**src/rtl/hamming_pkg.sv**
```systemverilog
// rtl/hamming_pkg.sv - shared widths, parity-check masks and types for the Hamming(7,4) path
package hamming_pkg;

    localparam int CW_W   = 7;
    localparam int DATA_W = 4;
    localparam int SYN_W  = 3;

    // Each mask selects the codeword bits covered by one syndrome bit.
    localparam logic [CW_W-1:0] H0 = 7'b1010101;
    localparam logic [CW_W-1:0] H1 = 7'b1100110;
    localparam logic [CW_W-1:0] H2 = 7'b1111000;

    typedef logic [CW_W-1:0]  cw_t;
    typedef logic [SYN_W-1:0] syn_t;

endpackage

```
**src/rtl/hamming_syndrome.sv**
```systemverilog
// rtl/hamming_syndrome.sv - combinational syndrome and single-bit correction
// Ports:
//   cw_in  : received 7-bit word
//   syn    : syndrome, 0 = clean, else erroneous bit index + 1
//   cw_fix : word with the indicated bit inverted
//   err    : a bit was inverted
module hamming_syndrome
    import hamming_pkg::*;
(
    input  cw_t  cw_in,
    output syn_t syn,
    output cw_t  cw_fix,
    output logic err
);

    cw_t flip;

    assign syn = {^(cw_in & H2), ^(cw_in & H1), ^(cw_in & H0)};

    // Syndrome value k points at bit k-1; a zero syndrome selects nothing.
    always_comb begin
        flip = '0;
        for (int i = 0; i < CW_W; i++) begin
            flip[i] = (syn == SYN_W'(i + 1));
        end
    end

    assign cw_fix = cw_in ^ flip;
    assign err    = (syn != '0);

endmodule

```
**src/rtl/hamming_corrector.sv**
```systemverilog
// rtl/hamming_corrector.sv - streaming Hamming(7,4) single-error corrector with one output register
// Optional corrected-word counter enabled by macro HAMMING_ERR_COUNT_EN.
// Ports:
//   clk, rst               : clock, synchronous active-high reset
//   in_valid/in_ready      : input handshake, in_word received word
//   out_valid/out_ready    : output handshake
//   out_word/out_err/out_syn : corrected word, correction flag, syndrome
//   err_cnt/err_cnt_clr    : saturating corrected-word count and its clear (HAMMING_ERR_COUNT_EN)
module hamming_corrector
    import hamming_pkg::*;
#(
    parameter int CNT_W = 8
) (
    input  logic             clk,
    input  logic             rst,
    input  logic             in_valid,
    output logic             in_ready,
    input  logic [CW_W-1:0]  in_word,
    output logic             out_valid,
    input  logic             out_ready,
    output logic [CW_W-1:0]  out_word,
    output logic             out_err,
    output logic [SYN_W-1:0] out_syn
`ifdef HAMMING_ERR_COUNT_EN
    ,
    output logic [CNT_W-1:0] err_cnt,
    input  logic             err_cnt_clr
`endif
);

    syn_t syn;
    cw_t  cw_fix;
    logic err;
    logic in_xfer;

    logic out_valid_q, out_valid_d;
    cw_t  out_word_q,  out_word_d;
    logic out_err_q,   out_err_d;
    syn_t out_syn_q,   out_syn_d;

    hamming_syndrome u_syndrome (
        .cw_in  (in_word),
        .syn    (syn),
        .cw_fix (cw_fix),
        .err    (err)
    );

    // Register may reload whenever it is empty or being drained this cycle.
    assign in_ready = !out_valid_q || out_ready;
    assign in_xfer  = in_valid && in_ready;

    always_comb begin
        out_valid_d = out_valid_q;
        out_word_d  = out_word_q;
        out_err_d   = out_err_q;
        out_syn_d   = out_syn_q;
        if (in_xfer) begin
            out_valid_d = 1'b1;
            out_word_d  = cw_fix;
            out_err_d   = err;
            out_syn_d   = syn;
        end else if (out_ready) begin
            out_valid_d = 1'b0;
        end
    end

    always_ff @(posedge clk) begin
        if (rst) begin
            out_valid_q <= 1'b0;
            out_word_q  <= '0;
            out_err_q   <= 1'b0;
            out_syn_q   <= '0;
        end else begin
            out_valid_q <= out_valid_d;
            out_word_q  <= out_word_d;
            out_err_q   <= out_err_d;
            out_syn_q   <= out_syn_d;
        end
    end

    assign out_valid = out_valid_q;
    assign out_word  = out_word_q;
    assign out_err   = out_err_q;
    assign out_syn   = out_syn_q;

`ifdef HAMMING_ERR_COUNT_EN
    logic [CNT_W-1:0] err_cnt_q, err_cnt_d;

    // Clear wins over a same-cycle increment; count sticks at all-ones.
    always_comb begin
        err_cnt_d = err_cnt_q;
        if (err_cnt_clr) begin
            err_cnt_d = '0;
        end else if (in_xfer && err && (err_cnt_q != '1)) begin
            err_cnt_d = err_cnt_q + CNT_W'(1);
        end
    end

    always_ff @(posedge clk) begin
        if (rst) begin
            err_cnt_q <= '0;
        end else begin
            err_cnt_q <= err_cnt_d;
        end
    end

    assign err_cnt = err_cnt_q;
`else
    localparam int cnt_w_unused = CNT_W;
`endif

endmodule

```
**config.mk**
```make
export PLATFORM = sky130hd
export DESIGN_NAME = hamming_corrector
export DESIGN_NICKNAME = d
export VERILOG_FILES = /design/src/rtl/hamming_pkg.sv /design/src/rtl/hamming_syndrome.sv /design/src/rtl/hamming_corrector.sv
export SDC_FILE = /design/constraint.sdc
export NUM_CORES = 1
export LEC_CHECK = 0
export ABC_CLOCK_PERIOD_IN_PS = 1600
export BUFFER_PORTS_ARGS = -buffer_cell sky130_fd_sc_hd__buf_2
export CAP_MARGIN = 40
export CORE_MARGIN = 5
export CORE_UTILIZATION = 50
export DETAILED_ROUTE_END_ITERATION = 12
export PLACE_DENSITY = 0.78
export SYNTH_ARGS = -nofsm -noshare
export SYNTH_HDL_FRONTEND = slang
export SYNTH_SLANG_ARGS = --single-unit
```
**constraint.sdc**
```tcl
create_clock -name clk -period 1.6 [get_ports clk]
set_input_delay 0 -clock clk [delete_from_list [all_inputs] [get_ports clk]]
set_output_delay 0 -clock clk [all_outputs]
set_load 0.005 [all_outputs]
```
==> flow_metrics.py, run 1 <==
metrics = {
    "sta": {
        "relSlewSlack": 0.6735,
        "rsz0062_at_grt": "false",
        "hold_violations": 0,
        "fin_crit_sh": 0.7575,
        "max_freq_mhz": 825.1,
        "setup_violations": 0,
        "tightest_slew_ps": 486.1,
        "maxSlewViolCount": 0,
        "tns_ps": 0,
        "finalCriticalPeriod_ps": 1212,
        "clock_skew_ps": 3.456,
    },
    "synthesis": {
        "synthTopCellsByArea": "dfxtp_1 29%, a211oi_2 9.2%, o2111a_1 8.3%",
        "ys_warn_count": 0,
        "syn_area_sq_um": 818.3,
        "mappedNetlistNets": 101,
        "synth_most_common_cell": "dfxtp_1",
        "yosysSeqAreaShare": 0.2936,
        "syn_area_per_cell_sq_um": 9.092,
        "ys_types": 25,
        "ys_top_cells_by_count": "12 x dfxtp_1, 11 x nor2_1, 7 x nor3_1",
        "synth_flop_cell": "dfxtp_1",
        "netlist.area_leader.share": 0.2936,
        "ys_ff_latch": 12,
        "postSynthCellCount": 90,
        "yosysTopAreaCell": "dfxtp_1",
        "synth_edf_count": 0,
        "synthArstFlopShare": 0,
    },
    "clocking": {
        "h-tree-depth": 1,
        "cts_max_path_buffers": 2,
        "cts.clk_slew.worst_paths_ps": 80,
        "cts_resized": 0,
        "clock_latency_ps": 270,
        "cts_tree": "built",
        "cts.sinks": 12,
        "cts_buffers": 3,
        "root_buffer": "clkbuf_4",
        "post-cts-setup-buffer-count": 0,
    },
    "routing": {
        "wire_per_inst_um": 13.46,
        "ant_nets": 0,
        "drt-total-wl_um": 1710,
        "vias": 738,
        "drc_errors": 0,
        "drt_iter0_markers": 15,
        "first_pass_iters": 5,
        "via_per_inst": 5.811,
    },
    "min_path": {
        "worstHoldPathType": "in -> reg",
    },
    "grt": {
        "grt_usage": 0.1431,
        "first_global_vias": 653,
        "overflow": 0,
        "grt_max_degree": 22,
        "antenna_found_initial": 0,
        "grt_pass1_wl_um": 2918,
    },
    "critical_path": {
        "crit_type": "reg -> reg",
        "critPathLaunch": "out_valid",
        "reg2reg_from": "out_valid",
        "start_kind": "flop",
        "rrSetupSlack_ps": 390,
        "r2r_end": "out_word[1]",
        "end_kind": "flop",
        "worstSetupEndpoint": "out_word[1]",
        "cp.required_ps": 1800,
        "cp.arrival_ps": 1410,
        "reg2reg_depth": 5,
        "crit_fanout": 21,
    },
    "power": {
        "p_sw_mw": 0.2692,
        "clkPwrFrac": 0.290,
        "intPower_mw": 0.5786,
        "seqPwrFrac": 0.399,
        "powerDensity_nw_per_um2": 878.8,
        "swShare": 0.3175,
        "power_frac_comb": 0.310,
        "p_leak_nw": 0.4304,
        "peakVddDrop_mv": 0.5653,
        "p_total_mw": 0.8478,
    },
    "final_layout": {
        "syn2layout_area_growth_pct": 17.89,
        "post-route-util": 0.6330,
        "drive_gt1_frac": 0.3333,
        "num_antenna_cells": 0,
        "final_nets": 123,
    },
    "floorplan": {
        "fp.dieW_um": 50.46,
        "initial_core_util": 0.5369,
        "dieArea_sq_um": 2546,
        "core_sq_um": 1524,
        "die-height_um": 50.46,
        "rows": 14,
        "ios": 24,
    },
    "place": {
        "io_buffers": 23,
        "post-dp-hpwl_um": 1309,
        "globalplace.congestion": 0.7767,
    },
    "run_status": {
        "status": "completed",
    },
    "job": {
        "drv_cap": 0,
    },
}
[critical path, stage by stage (launching register included)]
cell,delay (ps)
dfxtp_1,330
nand2b_1,90
and2_1,170
buf_4,190
o2111a_1,160
a211oi_2,190
[logic make-up (layout without fill, tap and decap cells)]
| kind of cell | after synthesis | count (layout) | synth area share |
|---|---|---|---|
| XOR/XNOR | 12 | 12 | 0.1789 |
| flip-flops | 12 | 12 | 0.2936 |
| AND/OR/NAND/NOR | 26 | 26 | 0.1407 |
| buffers and inverters | 9 | 30 | 0.05657 |
| AO/OA/AOI/OAI | 31 | 31 | 0.3303 |
[worst min-delay path by stage]
stage,startpoint,end,slack (ps),cells past startpoint
6_report,rst,out_valid,40,2
5_1_grt,rst,out_syn[2],60,2
4_1_cts,rst,out_syn[0],50,2
3_5_place_dp,in_valid,out_valid,260,3
3_3_place_gp,in_valid,out_valid,260,3
2_1_floorplan,in_valid,out_valid,130,2
[power groups by stage]
stage,clock network [mW],registers [mW],logic (mW)
after global placement,0,0.345,0.257
after CTS,0.252,0.339,0.264
final,0.246,0.339,0.263
after floorplan,0,0.350,0.188
after detailed placement,0,0.346,0.262
after global routing,0.276,0.342,0.289
[area by class of cell]
class,instances,area (sq um)
clock buffers,4,36.28
repair buffers,25,132.6
fillers,134,559.3
flip-flops and latches,12,240.2
multi-input cells,69,531.8
inverters,1,3.754
well taps,16,20.02
[per-layer routing]
layer,vias to the layer above,wire (um),track usage
li1,374,-,-
met1,328,768,0.1918
met2,34,812,0.2087
met3,2,120,0.04734
met4,0,8,0.05957
met5,-,0,0
[state kept, by name, summed over array words and instances (netlist names)]
name       flops
out_syn        3
out_err        1
out_valid      1
out_word       7
[per-stage QoR]
stage          hold WS, ps  instances  cell area (sq um)  setup WS (ps)
6_report             35.33        127              964.7          388.0
5_1_grt              58.99        127              964.7          282.9
4_1_cts              47.17        127              964.7          377.3
3_5_place_dp         265.0        122              918.4          154.6
3_3_place_gp         256.7        122              918.4          209.4
2_1_floorplan        129.5         90              818.3          339.4
[cell usage in the layout, fill, tap and decap left out, types with 2 or more instances in the layout]
master,synthesis,layout
a311oi_1,2,2
dfxtp_1,12,12
xor2_1,3,3
o21bai_1,6,6
nand3_1,3,3
buf_2,2,23
o21ai_1,6,6
nor2_1,11,11
xnor2_1,6,6
o2111a_1,6,6
clkbuf_4,0,3
a211oi_2,6,6
nor3_1,7,7
a211oi_1,3,3
nand2_1,3,3
[repair_timing]
| action | 4_1_cts | 5_1_grt |
|---|---|---|
| endpoints found under the setup margin | 0 | 0 |
| endpoints found under the hold margin | 1 | 0 |
| hold buffers | 1 | 0 |
No activity file was read; power rests on OpenSTA's default activity.
==> run 2, diff against run 1 <==
--- a/config.mk
+++ b/config.mk
@@ -5,7 +5,7 @@
 export SDC_FILE = /design/constraint.sdc
 export NUM_CORES = 1
 export LEC_CHECK = 0
-export ABC_CLOCK_PERIOD_IN_PS = 1600
+export ABC_CLOCK_PERIOD_IN_PS = 1260
 export BUFFER_PORTS_ARGS = -buffer_cell sky130_fd_sc_hd__buf_2
 export CAP_MARGIN = 40
 export CORE_MARGIN = 5
==> constraint.sdc (replaced) <==
create_clock -name clk -period 1.26 [get_ports clk]
set_input_delay 0 -clock clk [delete_from_list [all_inputs] [get_ports clk]]
set_output_delay 0 -clock clk [all_outputs]
set_load 0.005 [all_outputs]
==> flow_metrics.py, run 2 (synthesis gave the netlist of run 1 again) <==
metrics = {
    "grt": {
        "grt_pass1_wl_um": 3270,
        "grt_usage": 0.1589,
        "first_global_vias": 747,
        "overflow": 0,
        "grt_max_degree": 22,
        "antenna_found_initial": 0,
    },
    "critical_path": {
        "crit_type": "reg -> reg",
        "critPathLaunch": "out_valid",
        "cp.arrival_ps": 1360,
        "crit_fanout": 21,
        "reg2reg_from": "out_valid",
        "cp.required_ps": 1450,
        "start_kind": "flop",
        "end_kind": "flop",
    },
    "min_path": {
        "hold_start": "rst",
        "worstHoldPathType": "in -> reg",
    },
    "clocking": {
        "cts_buffers": 3,
        "h-tree-depth": 1,
        "root_buffer": "clkbuf_4",
        "cts.clk_slew.worst_paths_ps": 70,
        "cts_max_path_buffers": 2,
        "cts_tree": "built",
        "cts.sinks": 12,
        "clock_latency_ps": 270,
    },
    "final_layout": {
        "largest_reg_flops": 7,
        "num_antenna_cells": 0,
        "drive_gt1_frac": 0.4016,
        "final_cell_mix": "23 x buf_2, 12 x dfxtp_1, 11 x nor2_1, 11 x buf_4, 7 x nor3_1",
        "final_common_cell": "buf_2",
        "final_cell_area_sq_um": 1069,
        "final_nets": 135,
        "register_area_sq_um": 240.2,
        "multi_input_area_sq_um": 534.3,
        "nFillCells": 118,
        "syn2layout_area_growth_pct": 30.58,
    },
    "routing": {
        "wire_per_inst_um": 14.09,
        "drc_errors": 0,
        "via_per_inst": 5.978,
        "drt_iter0_markers": 17,
        "first_pass_iters": 5,
        "ant_nets": 0,
        "vias": 825,
        "drt-total-wl_um": 1944,
    },
    "floorplan": {
        "rows": 14,
        "die-height_um": 50.46,
        "ios": 24,
        "core_sq_um": 1524,
        "initial_core_util": 0.5369,
        "dieArea_sq_um": 2546,
        "fp.dieW_um": 50.46,
    },
    "sta": {
        "hold_ws_ps": 37.78,
        "rsz0062_at_grt": "false",
        "hold_violations": 0,
        "tns_ps": 0,
        "relSlewSlack": 0.6937,
        "maxSlewViolCount": 0,
        "finalCriticalPeriod_ps": 1170,
        "max_freq_mhz": 854.5,
        "tightest_slew_ps": 456.0,
        "fin_crit_sh": 0.9288,
        "setup_violations": 0,
        "clock_skew_ps": 4.356,
    },
    "place": {
        "dpl-instance-area_sq_um": 1033,
        "post-dp-hpwl_um": 1467,
        "globalplace.congestion": 0.8075,
        "io_buffers": 23,
    },
    "job": {
        "drv_cap": 0,
    },
    "power": {
        "p_leak_nw": 0.4920,
        "peakVddDrop_mv": 0.7260,
        "intPower_mw": 0.7121,
        "p_total_mw": 1.058,
        "power_frac_comb": 0.371,
        "clkPwrFrac": 0.223,
        "powerDensity_nw_per_um2": 989.8,
        "seqPwrFrac": 0.406,
        "swShare": 0.3267,
        "p_sw_mw": 0.3455,
    },
    "run_status": {
        "status": "completed",
    },
}
[run 2: cell count changes in the layout (fill, tap and decap cells not counted), sizes merged]
cell	before	now
clkbuf	4	3
buf	24	36
[run 2: worst paths after layout]
path	end	slack, ps	cells after the start
max	out_word[0]	90	5
min	out_word[3]	40	2
max reg2reg	out_word[0]	90	5
min reg2reg	out_syn[0]	490	2
[run 2: critical path: stages, from the launching register on]
cell and delay [ps]:
dfxtp_1 330, nand2b_1 110, and2_4 180, buf_12 140, o2111a_1 140, a211oi_2 190
[run 2: repair_timing]
action,in CTS,in global routing
buffers inserted,0,0
hold buffers,1,0
endpoints found under the hold margin,1,0
resized for setup,0,1
endpoints found under the setup margin,0,4
[run 2: cell type report]
type                       instances  share of cell area
inverter                           1            0.003513
clock buffer                       3             0.02108
multi-input combinational         69              0.5000
sequential                        12              0.2248
tap                               16             0.01874
timing repair buffer              37              0.2319
[run 2: power by group through the flow]
| stage | combinational (mW) | clock, mW | sequential [mW] |
|---|---|---|---|
| after floorplan | 0.239 | 0 | 0.444 |
| after global placement | 0.374 | 0 | 0.438 |
| after detailed placement | 0.382 | 0 | 0.439 |
| after CTS | 0.387 | 0.242 | 0.430 |
| after global routing | 0.424 | 0.261 | 0.435 |
| final | 0.392 | 0.236 | 0.430 |
[run 2: metrics by stage]
step	cells	utilization	worst slack [ps]
6_report	138	0.7011	89.68
3_5_place_dp	134	0.6782	-121.4
3_3_place_gp	134	0.6782	-73.98
4_1_cts	138	0.6995	38.64
2_1_floorplan	90	-	43.56
5_1_grt	138	0.7011	2.629
[run 2: per-layer routing]
layer  GRT usage  wire length (um)  vias up
met5           0                 0        -
met4     0.05106                27        0
met3     0.02663               149        6
met2      0.2645               922       48
met1      0.2068               844      375
li1            -                 -      396
